$ cat config.mk
export PLATFORM = sky130hd
export DESIGN_NAME = wr_push_ctrl_flat
export DESIGN_NICKNAME = d
export VERILOG_FILES = /design/src/rtl/fifo_pkg.sv /design/src/rtl/wr_push_ctrl_if.sv /design/src/rtl/skid_buf2.sv /design/src/rtl/wr_push_ctrl.sv /design/src/flat_wrapper.sv
export SDC_FILE = /design/constraint.sdc
export NUM_CORES = 1
export LEC_CHECK = 0
export ABC_AREA = 1
export BUFFER_PORTS_ARGS = -buffer_cell sky130_fd_sc_hd__clkbuf_2
export CORE_MARGIN = 2
export CORE_UTILIZATION = 50
export CTS_BUF_LIST = sky130_fd_sc_hd__clkbuf_2
export DETAILED_ROUTE_END_ITERATION = 7
export PLACE_DENSITY_LB_ADDON = 0.1
export SYNTH_ARGS = -nofsm -noshare
export SYNTH_HDL_FRONTEND = slang
export SYNTH_HIERARCHICAL = 1
export SYNTH_SLANG_ARGS = --single-unit
$ cat constraint.sdc
create_clock -name wclk -period 1.3 [get_ports wclk]
set_input_delay 0.065 -clock wclk [delete_from_list [all_inputs] [get_ports wclk]]
set_output_delay 0.065 -clock wclk [all_outputs]
set_load 0.005 [all_outputs]
$ cat src/rtl/fifo_pkg.sv
`default_nettype none
// ============================================================================
// Module      : fifo_pkg
// Description : Shared defaults and types for the write-side push controller.
//               Holds the data/counter width defaults and the occupancy type
//               of the two-entry skid buffer.
// Revision    : 1.0 - initial release
// ============================================================================
package fifo_pkg;

    localparam int DATA_W_DEF = 8;
    localparam int CNT_W_DEF  = 16;

    // Occupancy of the two-entry buffer; the encoding equals the word count.
    typedef enum logic [1:0] {
        OCC_EMPTY = 2'd0,
        OCC_ONE   = 2'd1,
        OCC_TWO   = 2'd2
    } occ_t;

endpackage : fifo_pkg
`default_nettype wire

$ cat src/rtl/wr_push_ctrl_if.sv
`default_nettype none
// ============================================================================
// Module      : wr_push_ctrl_if
// Description : Upstream valid/ready handshake plus async FIFO write port.
//               'slave' is the controller side, 'master' the environment
//               (upstream producer and FIFO full flag).
// Revision    : 1.0 - initial release
// ============================================================================
interface wr_push_ctrl_if
    import fifo_pkg::*;
#(
    parameter int DATA_W = DATA_W_DEF
);

    logic              in_valid;
    logic              in_ready;
    logic [DATA_W-1:0] in_data;
    logic              push;
    logic [DATA_W-1:0] wdata;
    logic              full;

    modport slave (
        input  in_valid,
        input  in_data,
        input  full,
        output in_ready,
        output push,
        output wdata
    );

    modport master (
        output in_valid,
        output in_data,
        output full,
        input  in_ready,
        input  push,
        input  wdata
    );

endinterface : wr_push_ctrl_if
`default_nettype wire

$ cat src/rtl/skid_buf2.sv
`default_nettype none
// ============================================================================
// Module      : skid_buf2
// Description : Two-entry in-order buffer. Words are written at the tail on
//               i_accept and retired from the head on i_pop. Exposes the head
//               word, the current occupancy and the next-cycle occupancy.
//               The caller must never pop when empty nor accept when full.
// Revision    : 1.0 - initial release
// ============================================================================
module skid_buf2
    import fifo_pkg::*;
#(
    parameter int DATA_W = DATA_W_DEF
) (
    input  wire logic              wclk,
    input  wire logic              reset_w,
    input  wire logic              i_accept,
    input  wire logic              i_pop,
    input  wire logic [DATA_W-1:0] i_din,
    output      logic [DATA_W-1:0] o_head,
    output      occ_t              o_occ,
    output      occ_t              o_occ_next
);

    logic [DATA_W-1:0] r_mem [2];
    logic              r_head_ptr;
    logic              r_tail_ptr;
    occ_t              r_occ;
    occ_t              w_occ_next;

    // Next occupancy = occ + accept - pop; accept+pop together leaves it unchanged.
    always_comb begin
        w_occ_next = r_occ;
        if (i_accept && !i_pop) begin
            w_occ_next = (r_occ == OCC_EMPTY) ? OCC_ONE : OCC_TWO;
        end else if (!i_accept && i_pop) begin
            w_occ_next = (r_occ == OCC_TWO) ? OCC_ONE : OCC_EMPTY;
        end
    end

    // Storage: accepted word lands in the tail slot; reset clears both slots.
    always_ff @(posedge wclk or posedge reset_w) begin
        if (reset_w) begin
            r_mem[0] <= '0;
            r_mem[1] <= '0;
        end else if (i_accept) begin
            r_mem[r_tail_ptr] <= i_din;
        end
    end

    // Pointers and occupancy advance together so head/tail stay consistent.
    always_ff @(posedge wclk or posedge reset_w) begin
        if (reset_w) begin
            r_head_ptr <= 1'b0;
            r_tail_ptr <= 1'b0;
            r_occ      <= OCC_EMPTY;
        end else begin
            if (i_accept) begin
                r_tail_ptr <= ~r_tail_ptr;
            end
            if (i_pop) begin
                r_head_ptr <= ~r_head_ptr;
            end
            r_occ <= w_occ_next;
        end
    end

    assign o_head     = r_mem[r_head_ptr];
    assign o_occ      = r_occ;
    assign o_occ_next = w_occ_next;

endmodule : skid_buf2
`default_nettype wire

$ cat src/rtl/wr_push_ctrl.sv
`default_nettype none
// ============================================================================
// Module      : wr_push_ctrl
// Description : Write-side push controller for an async FIFO. Buffers up to
//               two upstream words, pushes the head whenever the FIFO is not
//               full, registers in_ready from next-cycle occupancy and keeps
//               push (wrapping) and full-stall (saturating) statistics.
// Revision    : 1.0 - initial release
// ============================================================================
module wr_push_ctrl
    import fifo_pkg::*;
#(
    parameter int DATA_W = DATA_W_DEF,
    parameter int CNT_W  = CNT_W_DEF
) (
    input  wire logic             wclk,
    input  wire logic             reset_w,
    wr_push_ctrl_if.slave         bus,
    output      logic [CNT_W-1:0] push_cnt,
    output      logic [CNT_W-1:0] stall_cnt
);

    localparam logic [CNT_W-1:0] c_cnt_one = CNT_W'(1);

    logic              r_in_ready;
    logic [CNT_W-1:0]  r_push_cnt;
    logic [CNT_W-1:0]  r_stall_cnt;
    logic              w_accept;
    logic              w_push;
    logic              w_stall;
    logic [DATA_W-1:0] w_head;
    occ_t              w_occ;
    occ_t              w_occ_next;

    skid_buf2 #(
        .DATA_W (DATA_W)
    ) u_buf (
        .wclk       (wclk),
        .reset_w    (reset_w),
        .i_accept   (w_accept),
        .i_pop      (w_push),
        .i_din      (bus.in_data),
        .o_head     (w_head),
        .o_occ      (w_occ),
        .o_occ_next (w_occ_next)
    );

    // Push gating is purely combinational on occupancy and full, so a full
    // flag or an async reset blocks the strobe within the same cycle.
    always_comb begin
        w_accept = bus.in_valid && r_in_ready;
        w_push   = (w_occ != OCC_EMPTY) && !bus.full;
        w_stall  = (w_occ != OCC_EMPTY) && bus.full;
    end

    // in_ready registered from next occupancy: never offered when the buffer
    // will hold two words, so an accept can never overflow.
    always_ff @(posedge wclk or posedge reset_w) begin
        if (reset_w) begin
            r_in_ready <= 1'b0;
        end else begin
            r_in_ready <= (w_occ_next != OCC_TWO);
        end
    end

    // Statistics: pushes wrap, stall cycles saturate at all-ones.
    always_ff @(posedge wclk or posedge reset_w) begin
        if (reset_w) begin
            r_push_cnt  <= '0;
            r_stall_cnt <= '0;
        end else begin
            if (w_push) begin
                r_push_cnt <= r_push_cnt + c_cnt_one;
            end
            if (w_stall && (r_stall_cnt != {CNT_W{1'b1}})) begin
                r_stall_cnt <= r_stall_cnt + c_cnt_one;
            end
        end
    end

    assign bus.in_ready = r_in_ready;
    assign bus.push     = w_push;
    assign bus.wdata    = w_head;
    assign push_cnt     = r_push_cnt;
    assign stall_cnt    = r_stall_cnt;

endmodule : wr_push_ctrl
`default_nettype wire

$ cat src/flat_wrapper.sv
// flat-port wrapper written by rule: the top's interface ports become plain ports
module wr_push_ctrl_flat import fifo_pkg::*;
#(
    parameter int DATA_W = DATA_W_DEF,
    parameter int CNT_W  = CNT_W_DEF
)
  (wclk, reset_w, push_cnt, stall_cnt, bus_in_valid, bus_in_data, bus_full, bus_in_ready, bus_push, bus_wdata);
  wr_push_ctrl_if #(.DATA_W(DATA_W)) bus_i ();
  input  wire logic wclk;
  input  wire logic reset_w;
  output      logic [CNT_W-1:0] push_cnt;
  output      logic [CNT_W-1:0] stall_cnt;
  input wire logic [$bits(bus_i.in_valid)-1:0] bus_in_valid;
  input wire logic [$bits(bus_i.in_data)-1:0] bus_in_data;
  input wire logic [$bits(bus_i.full)-1:0] bus_full;
  output wire logic [$bits(bus_i.in_ready)-1:0] bus_in_ready;
  output wire logic [$bits(bus_i.push)-1:0] bus_push;
  output wire logic [$bits(bus_i.wdata)-1:0] bus_wdata;
  assign bus_i.in_valid = bus_in_valid;
  assign bus_i.in_data = bus_in_data;
  assign bus_i.full = bus_full;
  assign bus_in_ready = bus_i.in_ready;
  assign bus_push = bus_i.push;
  assign bus_wdata = bus_i.wdata;
  wr_push_ctrl #(.DATA_W(DATA_W), .CNT_W(CNT_W)) u_core (.wclk(wclk), .reset_w(reset_w), .bus(bus_i), .push_cnt(push_cnt), .stall_cnt(stall_cnt));
endmodule
==> results_tabular.tex, run 1 <==
\begin{tabular}{lr}
\hline
Metric & Value \\
\hline
\multicolumn{2}{l}{\textbf{Outcome}} \\
\quad Result of the run & finished with violations \\
\quad Failing checks & negative setup slack \\
\multicolumn{2}{l}{\textbf{Timing}} \\
\quad Final Worst Setup Slack & -0.281 ns \\
\quad Worst slew slack as a fraction of its limit & 0.704 \\
\quad Slew at the pin closest to its max-slew limit & approximately 0.44 ns \\
\quad Setup repair after global routing missed its margin & yes \\
\quad Highest clock rate & roughly 0.63 GHz \\
\quad Final Hold Viols & 0 \\
\quad Number of pins with negative max-slew slack in the final report & 0 \\
\quad Post-route clock skew & 0.0124 ns \\
\quad TNS Setup & -3.11 ns \\
\quad Final count of negative-setup-slack endpoints & 39 \\
\quad Post-route fraction of the period consumed by the critical path & 1.22 \\
\quad Min Clock Period, post-route & 1.58 ns \\
\multicolumn{2}{l}{\textbf{Synth}} \\
\quad Syn Nets & 371 \\
\quad Number of synthesized register bits & 53 \\
\quad Post-synth cell types & 24 \\
\quad Register area share after synthesis & 0.461 \\
\quad Mean instance size in the synthesized netlist & 8.06 sq um \\
\quad Post-Syn Area & 2880 sq um \\
\quad Syn. warnings & 6 \\
\quad Post-Synthesis Cells & 357 \\
\multicolumn{2}{l}{\textbf{Detailed routing}} \\
\quad Number of nets with antenna violations after routing & 0 \\
\quad Violation count after the first detailed-routing iteration & 167 \\
\quad Number of detailed-route iterations in the first pass & 5 \\
\quad Routed wire length & between 8000 and 9000 microns \\
\quad Mean routed wirelength per cell & 14.3 microns \\
\quad Vias per inst & 5.01 \\
\quad Total vias in the final route & 2823 \\
\quad Remaining design rule violation count & 0 \\
\multicolumn{2}{l}{\textbf{Worst setup path}} \\
\quad Largest fanout on the critical path & 5 \\
\quad Register-to-register setup slack & -0.28 ns \\
\quad CP Capture Point & u\_core/bus.in\_ready \\
\quad Source of the worst register-to-register timing path & u\_core/u\_buf/o\_occ[0] \\
\quad Delay of the slowest cell on the worst path & roughly 0.5 ns \\
\quad Req. time, crit path & 1.69 ns \\
\quad Reg2reg path depth & 10 \\
\quad Type of the worst setup path & reg2reg \\
\quad Most numerous cell on the critical path & sky130\_fd\_sc\_hd\_\_nand2\_1 \\
\quad R2r endpoint & u\_core/bus.in\_ready \\
\quad Worst path arrival time & 1.97 ns \\
\quad Sort of element at the end of the critical path & flop \\
\quad Critical-path cell list & o21ai\_4 > inv\_2 > buf\_4 > buf\_8 > nand2\_1 > nand2\_1 > nand2\_1 > nand2\_2 > inv\_2 > nand2\_1 \\
\quad Startpoint class of the critical path & flop \\
\quad Slowest library cell on the worst path & sky130\_fd\_sc\_hd\_\_dfrtp\_2 \\
\quad Startpoint of the most critical setup path & u\_core/u\_buf/o\_occ[0] \\
\multicolumn{2}{l}{\textbf{Clock tree}} \\
\quad Clock Latency Late Sink & 0.45 ns \\
\quad Total CTS buffers & 5 \\
\quad Clock Sinks & 53 \\
\quad Maximum level of the CTS H-tree & 2 \\
\quad Clock Path Buffers & 2 \\
\quad Cell chosen for the clock root & sky130\_fd\_sc\_hd\_\_clkbuf\_2 \\
\quad TritonCTS clock tree & built \\
\quad Reg clk slew, reported paths & 0.27 ns \\
\multicolumn{2}{l}{\textbf{Finish}} \\
\quad Layout cell share with drive strength beyond 1 & 0.513 \\
\quad Area grow syn2layout & 53.4\% \\
\quad ANT cells & 0 \\
\quad Number of nets in the final layout & 504 \\
\quad Final standard cell count with taps included and fillers excluded & 563 \\
\quad Non-Filler Cell Area, Final & about 4400 sq um \\
\multicolumn{2}{l}{\textbf{Floorplan}} \\
\quad CORE AREA & 5540 sq um \\
\quad Die Y & 79.9 microns \\
\quad Number of core rows & 27 \\
\quad Die W & 79.9 microns \\
\quad Die area & between 6000 and 7000 sq um \\
\quad Initial standard-cell utilization of the core & 0.519 \\
\quad Number of top-level pins & 54 \\
\multicolumn{2}{l}{\textbf{Global route}} \\
\quad Total congestion overflow after global routing & 0 \\
\quad Number of global-route vias before repair & between 2000 and 3000 \\
\quad Maximum number of pins on one net before global-route repair & 34 \\
\quad First-pass GRT wire length & about 12000 microns \\
\quad Total global-route track usage & 0.232 \\
\quad Number of antenna violations at the first check in global routing & 0 \\
\multicolumn{2}{l}{\textbf{Pwr}} \\
\quad Pwr Density & between 1500 and 2000 nW/um\^{}2 \\
\quad Static Leak & 2.25 nW \\
\quad Worst ir drop on vdd & 1200 uV \\
\multicolumn{2}{l}{\textbf{Place}} \\
\quad Detailed Place HPWL & between 4000 and 5000 microns \\
\quad Pre-CTS worst setup slack & -0.252 ns \\
\quad GPL Wtd Cong & about 0.79 \\
\quad Count of input and output buffers & 53 \\
\quad Number of placed cells counting well taps & roughly 520 \\
\quad Post-Place Cell Area & between 3000 and 4000 sq um \\
\multicolumn{2}{l}{\textbf{Run}} \\
\quad Max cap viols & 0 \\
\multicolumn{2}{l}{\textbf{Min path}} \\
\quad Worst min-delay path class & in2reg \\
\quad Number of cells on the worst hold path & 5 \\
\hline
\end{tabular}
## critical path, delay by kind of cell (launching register included)
kind                   cells  cell delay (ns)
flip-flops                 1             0.50
AND/OR/NAND/NOR            5             0.43
buffers and inverters      4             0.40
AO/OA/AOI/OAI              1             0.18
## cell usage in the layout, fill, tap and decap left out, types with 4 or more instances in the layout
cell type                        n
sky130_fd_sc_hd__buf_2           5
sky130_fd_sc_hd__buf_4          47
sky130_fd_sc_hd__buf_6          20
sky130_fd_sc_hd__clkbuf_2       51
sky130_fd_sc_hd__dfrtp_1        46
sky130_fd_sc_hd__dfrtp_2         7
sky130_fd_sc_hd__dlygate4sd3_1  10
sky130_fd_sc_hd__inv_1          50
sky130_fd_sc_hd__nand2_1        82
sky130_fd_sc_hd__nand2_2        27
sky130_fd_sc_hd__nand2_4        12
sky130_fd_sc_hd__nand3_1         6
sky130_fd_sc_hd__nand3_2         6
sky130_fd_sc_hd__nand3_4         4
sky130_fd_sc_hd__nand4_1         9
sky130_fd_sc_hd__nor2_1         11
sky130_fd_sc_hd__nor2_2          9
sky130_fd_sc_hd__nor2_4         11
sky130_fd_sc_hd__o21ai_1         4
sky130_fd_sc_hd__o21ai_2        29
sky130_fd_sc_hd__xnor2_1         6
sky130_fd_sc_hd__xor2_1         10
## where the power goes
group,switching (mW),internal [mW],leakage [nW]
Combinational,2.13,1.99,1.55
Sequential,0.566,2.21,0.657
Clock,0.550,0.317,0.0366
Total,3.25,4.51,2.25
## per-layer routing
metal  global-route usage  up-vias  share of wire
met2                0.405       77           0.55
met1                0.297     1358           0.40
met4               0.0576        0          0.017
met5                    0        -              0
li1                     -     1371              -
met3               0.0430       17          0.037
## cell type report
type,instances,area [sq um]
well taps,72,90.1
repair buffers,131,988
fillers,375,1130
inverters,57,226
clock buffers,5,25.0
multi-input cells,242,1710
clock inverters,3,41.3
flip-flops and latches,53,1340
## how the worst min path moves through the flow
| stage | from | endpoint | slack (ns) |
|---|---|---|---|
| detailed placement | reset_w | u_core/u_buf/o_occ[1] | 0.11 |
| global placement | reset_w | u_core/u_buf/r_mem[10] | 0.1 |
| global route | bus_in_valid | u_core/u_buf/o_occ[1] | 0.03 |
| CTS | bus_full | u_core/stall_cnt[14] | 0.008 |
| floorplan | reset_w | u_core/u_buf/o_occ[1] | 0.03 |
| finish | bus_in_valid | u_core/u_buf/o_occ[1] | 0.05 |
## cells by family (layout without fill, tap and decap cells)
family                     after synthesis  count (layout)  share of synthesized area
DFF                                     53              53                      0.461
xor gates and xnor gates                17              17                     0.0518
and+or+nand+nor                        188             188                      0.297
adders and majority gates                2               2                    0.00870
AOI/OAI and AO/OA                       35              35                     0.0922
buffers and inverters                   62             196                     0.0896
## cells in the mapped netlist (all sizes together)
library cell / count / share of area
buf: 5 / 0.015
dfrtp: 53 / 0.46
ha: 2 / 0.0087
inv: 57 / 0.074
nand2: 124 / 0.18
nand3: 16 / 0.032
nand3b: 2 / 0.0052
nand4: 9 / 0.020
nor2: 31 / 0.051
nor3: 6 / 0.012
o21ai: 35 / 0.092
xnor2: 7 / 0.021
xor2: 10 / 0.030
## state kept, by name, summed over array words and instances, names as in the netlist
name                     cells
u_core/stall_cnt            16
u_core/u_buf/o_occ           2
u_core/u_buf/r_tail_ptr      1
u_core/u_buf/r_mem          16
u_core/push_cnt             16
u_core/u_buf/r_head_ptr      1
u_core/bus.in_ready          1
## stage by stage
step | total power, mW | hold slack [ns] | utilization
floorplan | 4.36 | 0.0288 | -
global placement | 5.40 | 0.0967 | 0.643
detailed placement | 5.51 | 0.105 | 0.643
CTS | 6.94 | 0.00849 | 0.716
global route | 8.29 | 0.0328 | 0.797
finish | 7.76 | 0.0472 | 0.797
## what timing repair did
action	in CTS	in global routing
hold buffers	9	1
gates resized for setup	54	98
setup endpoints to repair	28	46
pin swaps	23	37
hold endpoints to repair	69	2
setup buffers	10	17
(Power assumes the default switching activity.)
==> inputs of run 2 (changes only) <==
- PLACE_DENSITY: default -> 0.84
- PLACE_DENSITY_LB_ADDON: 0.1 -> default
==> results_tabular.tex, run 2 (synthesis results as in run 1) <==
\begin{tabular}{lr}
\hline
Metric & Value \\
\hline
\multicolumn{2}{l}{\textbf{Place}} \\
\quad Detailed Place HPWL & 4660 microns \\
\quad Number of placed cells counting well taps & about 510 \\
\quad Count of input and output buffers & 53 \\
\quad Post-Place Cell Area & between 3000 and 4000 sq um \\
\quad GPL Wtd Cong & approximately 0.84 \\
\multicolumn{2}{l}{\textbf{Worst setup path}} \\
\quad Largest fanout on the critical path & 2 \\
\quad Worst path arrival time & 1.42 ns \\
\quad Sort of element at the end of the critical path & output port \\
\quad Req. time, crit path & $\sim$1.2 ns \\
\quad R2r endpoint & u\_core/stall\_cnt[3] \\
\quad Source of the worst register-to-register timing path & u\_core/stall\_cnt[0] \\
\quad Startpoint class of the critical path & flop \\
\quad Reg2reg path depth & 9 \\
\quad Register-to-register setup slack & -0.17 ns \\
\quad Type of the worst setup path & reg2out \\
\multicolumn{2}{l}{\textbf{Pwr}} \\
\quad Sequential fraction of design power & 0.349 \\
\quad Clock power frac & 0.079 \\
\quad Static Leak & 2.29 nW \\
\quad Switching Share & 0.434 \\
\quad Worst ir drop on vdd & approximately 1200 uV \\
\quad Switching pwr & between 3 and 4 mW \\
\quad Cell-internal power & between 4 and 5 mW \\
\quad Pwr Density & 1810 nW/um\^{}2 \\
\quad Pwr Total & 7.94 mW \\
\quad Share of power burned in combinational logic & 0.572 \\
\multicolumn{2}{l}{\textbf{Timing}} \\
\quad Min Clock Period, post-route & 1.48 ns \\
\quad Highest clock rate & between 0.6 and 0.7 GHz \\
\quad Final count of negative-setup-slack endpoints & 37 \\
\quad Final Worst Setup Slack & -0.182 ns \\
\quad Post-route fraction of the period consumed by the critical path & 1.14 \\
\quad Post-route clock skew & between 0.02 and 0.03 ns \\
\quad Slew at the pin closest to its max-slew limit & 0.455 ns \\
\quad TNS Setup & -3.37 ns \\
\quad Number of pins with negative max-slew slack in the final report & 0 \\
\quad Final Hold Viols & 0 \\
\quad Setup repair after global routing missed its margin & yes \\
\quad Worst slew slack as a fraction of its limit & 0.696 \\
\multicolumn{2}{l}{\textbf{Detailed routing}} \\
\quad Mean routed wirelength per cell & approximately 16 microns \\
\quad Routed wire length & 9040 microns \\
\quad Number of nets with antenna violations after routing & 0 \\
\quad Remaining design rule violation count & 0 \\
\quad Violation count after the first detailed-routing iteration & 263 \\
\quad Total vias in the final route & 2931 \\
\quad Vias per inst & 5.24 \\
\quad Number of detailed-route iterations in the first pass & 4 \\
\multicolumn{2}{l}{\textbf{Finish}} \\
\quad Top library cells by usage in the layout, fill and taps aside & sky130\_fd\_sc\_hd\_\_nand2\_1 (82), sky130\_fd\_sc\_hd\_\_clkbuf\_2 (51), sky130\_fd\_sc\_hd\_\_inv\_1 (50) \\
\quad Post-layout utilization of the core & 0.792 \\
\quad Layout cell share with drive strength beyond 1 & 0.511 \\
\quad ANT cells & 0 \\
\quad Most frequent standard cell in the layout excluding fill and tap cells & sky130\_fd\_sc\_hd\_\_nand2\_1 \\
\quad Non-Filler Cell Area, Final & roughly 4400 sq um \\
\quad Area grow syn2layout & 52.5\% \\
\quad Number of nets in the final layout & 501 \\
\quad Final standard cell count with taps included and fillers excluded & $\sim$560 \\
\multicolumn{2}{l}{\textbf{Global route}} \\
\quad Number of antenna violations at the first check in global routing & 0 \\
\quad Number of global-route vias before repair & 2777 \\
\quad Maximum number of pins on one net before global-route repair & 34 \\
\quad Total congestion overflow after global routing & 0 \\
\quad Total global-route track usage & 0.263 \\
\quad First-pass GRT wire length & 13000 microns \\
\multicolumn{2}{l}{\textbf{Outcome}} \\
\quad Failing checks & negative setup slack \\
\quad Result of the run & finished with violations \\
\multicolumn{2}{l}{\textbf{Clock tree}} \\
\quad Clock Path Buffers & 2 \\
\quad Cell chosen for the clock root & sky130\_fd\_sc\_hd\_\_clkbuf\_2 \\
\quad TritonCTS clock tree & built \\
\quad Clock Latency Late Sink & approximately 0.44 ns \\
\quad Total CTS buffers & 5 \\
\quad Clock Sinks & 53 \\
\quad Reg clk slew, reported paths & 0.26 ns \\
\quad Maximum level of the CTS H-tree & 2 \\
\multicolumn{2}{l}{\textbf{Floorplan}} \\
\quad Number of top-level pins & 54 \\
\quad Die area & around 6400 sq um \\
\quad Die W & 79.9 microns \\
\quad Initial standard-cell utilization of the core & 0.519 \\
\quad Number of core rows & 27 \\
\quad Die Y & between 70 and 80 microns \\
\quad CORE AREA & 5540 sq um \\
\multicolumn{2}{l}{\textbf{Min path}} \\
\quad Worst min-delay path class & in2reg \\
\quad WHS Endpoint & u\_core/stall\_cnt[6] \\
\quad Number of cells on the worst hold path & 6 \\
\quad Worst Hold Launch & bus\_full \\
\multicolumn{2}{l}{\textbf{Run}} \\
\quad Max cap viols & 0 \\
\hline
\end{tabular}
==> run 2: per-layer routing <==
layer,vias to the layer above,share of wire,track usage
met2,118,0.52,0.473
met1,1415,0.39,0.319
met5,-,0,0
li1,1366,-,-
met4,0,0.034,0.0966
met3,32,0.051,0.0396
==> run 2: area by class of cell <==
type                            instances  area, sq um
Multi-Input combinational cell        242         1710
Sequential cell                        53         1340
Fill cell                             303         1150
Timing Repair Buffer                  128          990
Inverter                               57          221
Tap cell                               72         90.1
Clock buffer                            6         30.0
Clock inverter                          1         5.00
==> run 2: metrics by stage <==
step | setup WS (ns) | hold slack [ns]
after floorplan | 0.00191 | 0.0288
after global placement | -0.0160 | 0.0937
after detailed placement | -0.0648 | 0.101
after CTS | -0.154 | 0.0762
after global routing | -0.287 | 0.0829
final | -0.182 | 0.145
==> run 2: worst max-delay path, stage by stage (launching register included) <==
cell and delay (ns):
sky130_fd_sc_hd__dfrtp_2 0.50, sky130_fd_sc_hd__o21ai_4 0.20, sky130_fd_sc_hd__inv_4 0.06, sky130_fd_sc_hd__buf_6 0.12, sky130_fd_sc_hd__buf_6 0.11
==> run 2: power groups by stage <==
stage	clock network, mW	logic, mW	registers (mW)
after global placement	0	2.70	2.71
final	0.628	4.54	2.77
after global routing	0.724	4.88	2.84
after detailed placement	0	2.79	2.74
after floorplan	0	1.66	2.70
after CTS	0.639	3.64	2.65
==> run 2: worst max-delay path by stage <==
| stage | startpoint | to | slack, ns | depth (start not counted) |
|---|---|---|---|---|
| after floorplan | u_core/u_buf/o_occ[1] | u_core/bus.in_ready | 0.002 | 10 |
| after CTS | u_core/u_buf/o_occ[1] | bus_push | -0.15 | 4 |
| final | u_core/u_buf/o_occ[0] | bus_push | -0.18 | 4 |
| after global placement | u_core/push_cnt[0] | u_core/push_cnt[12] | -0.02 | 6 |
| after global routing | u_core/u_buf/o_occ[0] | bus_push | -0.29 | 4 |
| after detailed placement | u_core/stall_cnt[1] | u_core/stall_cnt[5] | -0.06 | 9 |
==> run 2: repair_timing <==
| item | CTS | global route |
|---|---|---|
| hold buffers | 9 | 1 |
| pin swaps | 14 | 42 |
| setup endpoints to repair | 26 | 45 |
| hold endpoints to repair | 69 | 1 |
| resized for setup | 60 | 96 |
| cloned | 2 | 0 |
| buffers inserted | 19 | 8 |
